## src/rtl/clock_pkg.sv

```systemverilog
// Shared types and display codes for the 12-hour clock sequencer.
package clock_pkg;

   typedef enum logic [1:0] {
      RUN     = 2'd0,
      SET_HR  = 2'd1,
      SET_MIN = 2'd2
   } clk_mode_t;

   localparam logic [6:0] AM    = 7'd10;
   localparam logic [6:0] PM    = 7'd11;
   localparam logic [6:0] BLANK = 7'b1000000;

endpackage

```

## src/rtl/btn_edge_rpt.sv

```systemverilog
// Button front end: 2-flop synchronizer, rising-edge pulse and optional
// hold-then-repeat pulse train. clr drops the current press and gates the pulse.
module btn_edge_rpt #(
   parameter int HOLD_CYC = 50_000_000,
   parameter int RPT_CYC  = 20_000_000,
   parameter bit RPT_EN   = 1'b1
) (
   input  logic clk,
   input  logic rst,
   input  logic btn,
   input  logic clr,
   output logic pulse
);

   localparam int MAXC = (HOLD_CYC > RPT_CYC) ? HOLD_CYC : RPT_CYC;
   localparam int CW   = $clog2(MAXC);

   logic          s1, s2, prev;
   logic          armed;
   logic [CW-1:0] cnt;
   logic          edge_p, rpt_p;

   assign edge_p = s2 & ~prev;
   assign rpt_p  = RPT_EN & armed & s2 & (cnt == '0);
   assign pulse  = ~clr & (edge_p | rpt_p);

   always_ff @(posedge clk or posedge rst) begin
      if (rst) begin
         s1    <= 1'b0;
         s2    <= 1'b0;
         prev  <= 1'b0;
         armed <= 1'b0;
         cnt   <= '0;
      end else begin
         s1   <= btn;
         s2   <= s1;
         prev <= s2;
         // A cleared press stays disarmed until the button is released and pressed again
         if (clr || !s2 || !RPT_EN) begin
            armed <= 1'b0;
            cnt   <= '0;
         end else if (edge_p) begin
            armed <= 1'b1;
            cnt   <= CW'(HOLD_CYC - 1);
         end else if (armed) begin
            if (cnt == '0)
               cnt <= CW'(RPT_CYC - 1);
            else
               cnt <= cnt - CW'(1);
         end
      end
   end

endmodule

```

## src/rtl/clock_time_ctrl.sv

```systemverilog
// Clock sequencer: 1 Hz prescaler, cascaded enable pulses, mode FSM with
// button-driven setting and blink strobe for the digits being set.
//
//  state   | meaning
//  RUN     | time keeping, tick drives sec/min/hr enables, buttons adv ignored
//  SET_HR  | adv press/repeat pulses hr_enb, blink active
//  SET_MIN | adv press/repeat pulses min_enb, blink active; exit clears seconds
module clock_time_ctrl
   import clock_pkg::*;
#(
   parameter int TICK_DIV  = 100_000_000,
   parameter int HOLD_CYC  = 50_000_000,
   parameter int RPT_CYC   = 20_000_000,
   parameter int BLINK_CYC = 25_000_000
) (
   input  logic clk,
   input  logic rst,
   input  logic btn_mode,
   input  logic btn_adv,
   input  logic sec_tc,
   input  logic min_tc,
   output logic sec_enb,
   output logic min_enb,
   output logic hr_enb,
   output logic sec_clr,
   output logic set_hr,
   output logic set_min,
   output logic blink
);

   localparam int PW = $clog2(TICK_DIV);
   localparam int BW = $clog2(BLINK_CYC);
   localparam logic [PW-1:0] PRESC_TC = PW'(TICK_DIV - 1);
   localparam logic [BW-1:0] BLINK_LD = BW'(BLINK_CYC - 1);

   clk_mode_t     mode;
   logic [PW-1:0] presc;
   logic [BW-1:0] blink_cnt;
   logic          mode_p, adv_p;

   btn_edge_rpt #(.HOLD_CYC(2), .RPT_CYC(2), .RPT_EN(1'b0)) u_mode_btn (
      .clk   (clk),
      .rst   (rst),
      .btn   (btn_mode),
      .clr   (1'b0),
      .pulse (mode_p)
   );

   btn_edge_rpt #(.HOLD_CYC(HOLD_CYC), .RPT_CYC(RPT_CYC), .RPT_EN(1'b1)) u_adv_btn (
      .clk   (clk),
      .rst   (rst),
      .btn   (btn_adv),
      .clr   (mode_p),
      .pulse (adv_p)
   );

   always_ff @(posedge clk or posedge rst) begin
      if (rst) begin
         mode      <= RUN;
         presc     <= '0;
         blink_cnt <= '0;
         sec_enb   <= 1'b0;
         min_enb   <= 1'b0;
         hr_enb    <= 1'b0;
         sec_clr   <= 1'b0;
         set_hr    <= 1'b0;
         set_min   <= 1'b0;
         blink     <= 1'b1;
      end else begin
         sec_enb <= 1'b0;
         min_enb <= 1'b0;
         hr_enb  <= 1'b0;
         sec_clr <= 1'b0;
         if (mode_p) begin
            // Any mode change discards a pending tick and restarts blink on
            presc     <= '0;
            blink     <= 1'b1;
            blink_cnt <= BLINK_LD;
            case (mode)
               RUN: begin
                  mode   <= SET_HR;
                  set_hr <= 1'b1;
               end
               SET_HR: begin
                  mode    <= SET_MIN;
                  set_hr  <= 1'b0;
                  set_min <= 1'b1;
               end
               default: begin
                  mode    <= RUN;
                  set_hr  <= 1'b0;
                  set_min <= 1'b0;
                  sec_clr <= 1'b1;
               end
            endcase
         end else begin
            if (mode == RUN) begin
               if (presc == PRESC_TC) begin
                  presc   <= '0;
                  sec_enb <= 1'b1;
                  min_enb <= sec_tc;
                  hr_enb  <= sec_tc & min_tc;
               end else begin
                  presc <= presc + PW'(1);
               end
            end else begin
               if (adv_p) begin
                  hr_enb  <= (mode == SET_HR);
                  min_enb <= (mode == SET_MIN);
               end
               if (blink_cnt == '0) begin
                  blink     <= ~blink;
                  blink_cnt <= BLINK_LD;
               end else begin
                  blink_cnt <= blink_cnt - BW'(1);
               end
            end
         end
      end
   end

endmodule

```

## config.mk

```make
export PLATFORM = sky130hd
export DESIGN_NAME = clock_time_ctrl
export DESIGN_NICKNAME = d
export VERILOG_FILES = /design/src/rtl/clock_pkg.sv /design/src/rtl/btn_edge_rpt.sv /design/src/rtl/clock_time_ctrl.sv
export SDC_FILE = /design/constraint.sdc
export NUM_CORES = 1
export LEC_CHECK = 0
export CAP_MARGIN = 20
export CORE_MARGIN = 10
export CORE_UTILIZATION = 48
export CTS_CLUSTER_DIAMETER = 200
export DETAILED_ROUTE_END_ITERATION = 7
export PLACE_DENSITY = 0.71
export SYNTH_ARGS = -nofsm -noshare
export SYNTH_HDL_FRONTEND = slang
export SYNTH_SLANG_ARGS = --single-unit
export TNS_END_PERCENT = 1
```

## constraint.sdc

```tcl
create_clock -name clk -period 7 [get_ports clk]
set_clock_uncertainty 0.15 [all_clocks]
set_input_delay 1.4 -clock clk [delete_from_list [all_inputs] [get_ports clk]]
set_output_delay 1.4 -clock clk [all_outputs]
set_load 0.01 [all_outputs]
```

==> flow_metrics.tcl <==
set metrics [dict create \
    r2r.worst_path.cells 7 \
    grt_max_degree 62 \
    start_util_pct 49.4 \
    fmax_ghz 0.322 \
    synth_top_area_share_pct 47.6 \
    synth_ff_type "dfrtp_1" \
    synth_most_common_cell "dfrtp_1" \
    dieArea_mm2 0.0145 \
    path_cells "inv_1 -> ha_1 -> or3b_2 -> or4_4 -> or4_4 -> a21o_1 -> o22ai_1" \
    setup_tns_ns 0 \
    leakage_uw 0.00207 \
    max_cap_viol_count 0 \
    synth_area_mm2 0.00483 \
    finalMaxSlewViolations 0 \
    clock_path_buffers 2 \
    globalplace.congestion 0.891 \
    cts_setup_buffers 0 \
    grt_pass1_vias 3793 \
    finalWirelength_um 10600 \
    crit_type "reg -> reg" \
    yosysWarnings 0 \
    power.total_uw 1430 \
    drive_above_1_share_pct 9.07 \
    hold_viol 0 \
    seqPwrFrac_pct 44.9 \
    final_cells 662 \
    ant_nets 0 \
    cp-end-kind "flop" \
    placed_cell_area_mm2 0.00505 \
    io_pins 13 \
    run_status "finished, final reports clean" \
    crit_arrival_ns 3.23 \
    period_minus_slack_ns 3.11 \
    antenna_found_initial 0 \
    slowest_stage "or4_4" \
    hold_path_end "u_adv_btn.s2$_DFF_PP0_" \
    slew_headroom_pct 27.3 \
    rr_endpoint "min_enb$_DFF_PP0_" \
    synthArstFlopShare_pct 100 \
    power_frac_clock_pct 29.6 \
    cpMostUsedCell "or4_4" \
    dpl.hpwl_um 7360 \
    synth_cells 518 \
    timing.rr.start "u_adv_btn.cnt[0]$_DFFE_PP0P_" \
    wire_per_inst_um 16.0 \
    comb_power_share_pct 25.5 \
    switchingPower_uw 476 \
    cts_buffers 9 \
    clockRootBuffer "clkbuf_8" \
    drtIter0Drc 324 \
    startpoint "u_adv_btn.cnt[0]$_DFFE_PP0P_" \
    port_buffers 12 \
    synthToLayoutAreaGrowth_pct 9.81 \
    worst_hold_path.num_cells 0 \
    cts.sinks 93 \
    worstHoldStart "u_adv_btn.s1$_DFF_PP0_" \
    final_nets 533 \
    worst-path-max-fanout 12 \
    rsz0062_at_grt "no" \
    via_count 3940 \
    required_ns 7.13 \
    firstDrtPassIters 6 \
    yosysUniqueCellTypes 49 \
    power_density_mw_per_mm2 270 \
    synth_nets 527 \
    place.detailed.instances 645 \
    internal_power_uw 957 \
    seq_area_frac_synth_pct 48.2 \
    grt.total_usage_pct 15.0 \
    grt-ovfl-total 0 \
    worstSkewPairLatency_ns 0.36 \
    hold_path_class "reg -> reg" \
    synth_top_cell_by_area "dfrtp_1" \
    yosys-top-cells-area "dfrtp_1 48%, xnor2_1 5.6%, nand2_1 4.3%" \
    swShare_pct 33.2 \
    rows 36 \
    core_area_mm2 0.00977 \
    avgSynthCellArea_um2 9.33 \
    worstMarginPinSlew_ns 1.08 \
    synth_edf_count 0 \
    cp_top_family "simple AND/OR/NAND/NOR gates" \
    clk_pin_slew_ns 0.09 \
    cts_tree "built" \
    critPathBufInv 1 \
    rrSetupSlack_ns 3.89 \
    cts_max_level 3 \
    cts_resized 0 \
    fin_area_mm2 0.00531 \
    die_x_um 120 \
    ctsHoldBuffers 0 \
    yosys-top-cells-count "92 x dfrtp_1, 56 x nand2_1, 43 x nor2_1" \
    drc 0 \
    vdd_ir_drop_max_uv 135 \
    cp_slowest_stage_delay_ns 0.57 \
    ys_seq_elements 93 \
    die_h_um 120 \
    period_share_pct 44.4 \
    via_per_inst 5.95 \
    report.final.setup_viol 0 \
    antenna-diode-count 0 \
    cp-start-kind "flop" \
    grt_pass1_wl_um 18200 \
]
-- power groups by stage --
| stage | Combinational [uW] | Sequential (uW) | Clock [uW] |
|---|---|---|---|
| 2_1_floorplan | 282 | 639 | 0 |
| 5_1_grt | 412 | 655 | 456 |
| 3_3_place_gp | 354 | 649 | 0 |
| 3_5_place_dp | 364 | 653 | 0 |
| 4_1_cts | 365 | 642 | 433 |
| 6_report | 365 | 643 | 424 |
-- sequential cells by signal, indices dropped and copies added (netlist names) --
signal,count
hr_enb,1
u_adv_btn.armed,1
mode,2
min_enb,1
sec_enb,1
set_min,1
u_mode_btn.prev,1
presc,27
blink,1
u_adv_btn.prev,1
sec_clr,1
u_adv_btn.cnt,26
u_mode_btn.s1,1
u_adv_btn.s2,1
blink_cnt,25
u_adv_btn.s1,1
u_mode_btn.s2,1
-- stage by stage --
step	hold WS [ns]	utilization (%)	setup slack (ns)
final	0.205	54.3	3.89
after floorplan	0.181	-	3.03
after detailed placement	0.189	51.7	3.83
after global routing	0.222	54.3	3.72
after CTS	0.209	54.2	3.90
after global placement	0.190	51.7	3.86
-- worst max-delay path by stage --
stage | depth (start not counted) | endpoint | slack [ns]
2_1_floorplan | 1 | blink_cnt[0]$_DFFE_PP0P_ | 3.03
3_3_place_gp | 3 | presc[2]$_DFFE_PP0P_ | 3.86
3_5_place_dp | 3 | u_adv_btn.s2$_DFF_PP0_ | 3.83
4_1_cts | 7 | min_enb$_DFF_PP0_ | 3.90
5_1_grt | 7 | min_enb$_DFF_PP0_ | 3.72
6_report | 7 | min_enb$_DFF_PP0_ | 3.89
-- metal layers --
metal	global-route usage [%]	wire, um	vias up
li1	-	-	1896
met1	20.1	4980	1912
met2	23.2	4870	116
met3	3.21	595	16
met4	5.81	148	0
met5	0	0	-
-- logic make-up (layout without fill, tap and decap cells) --
logic type,after synthesis,in the layout,share of synthesized area [%]
AO/OA/AOI/OAI,99,99,13.0
XOR/XNOR,41,41,7.43
adder cells (fa/ha/maj),3,3,0.777
buffers and inverters,31,42,2.72
flip-flops,93,93,48.2
multiplexers,2,2,0.414
AND/OR/NAND/NOR,249,249,27.4
-- placed cells by master, fill, tap and decap left out, types with 5 or more instances in the layout --
cell / count
xnor2_1: 31
inv_1: 8
nand2_1: 56
or2_2: 8
or4_1: 13
nor2b_1: 8
dfrtp_1: 92
or3_1: 10
nor2_1: 43
nand2b_1: 8
nand3_1: 20
nor3_1: 19
o21ai_2: 9
nor4_1: 28
a21oi_1: 21
clkdlybuf4s50_1: 12
a22o_1: 6
o21ai_0: 27
a21o_1: 5
nand4_1: 12
clkbuf_8: 12
xor2_1: 10
a31oi_1: 16
-- area by class of cell --
cell class	count	area, um2
inverter	9	35.0
clock inverter	4	77.6
multi-input combinational	394	2370
fill	912	4470
sequential	93	2330
clock buffer	12	165
timing repair buffer	17	161
tap	133	166
Note: power is estimated with default switching activity, not from simulation.
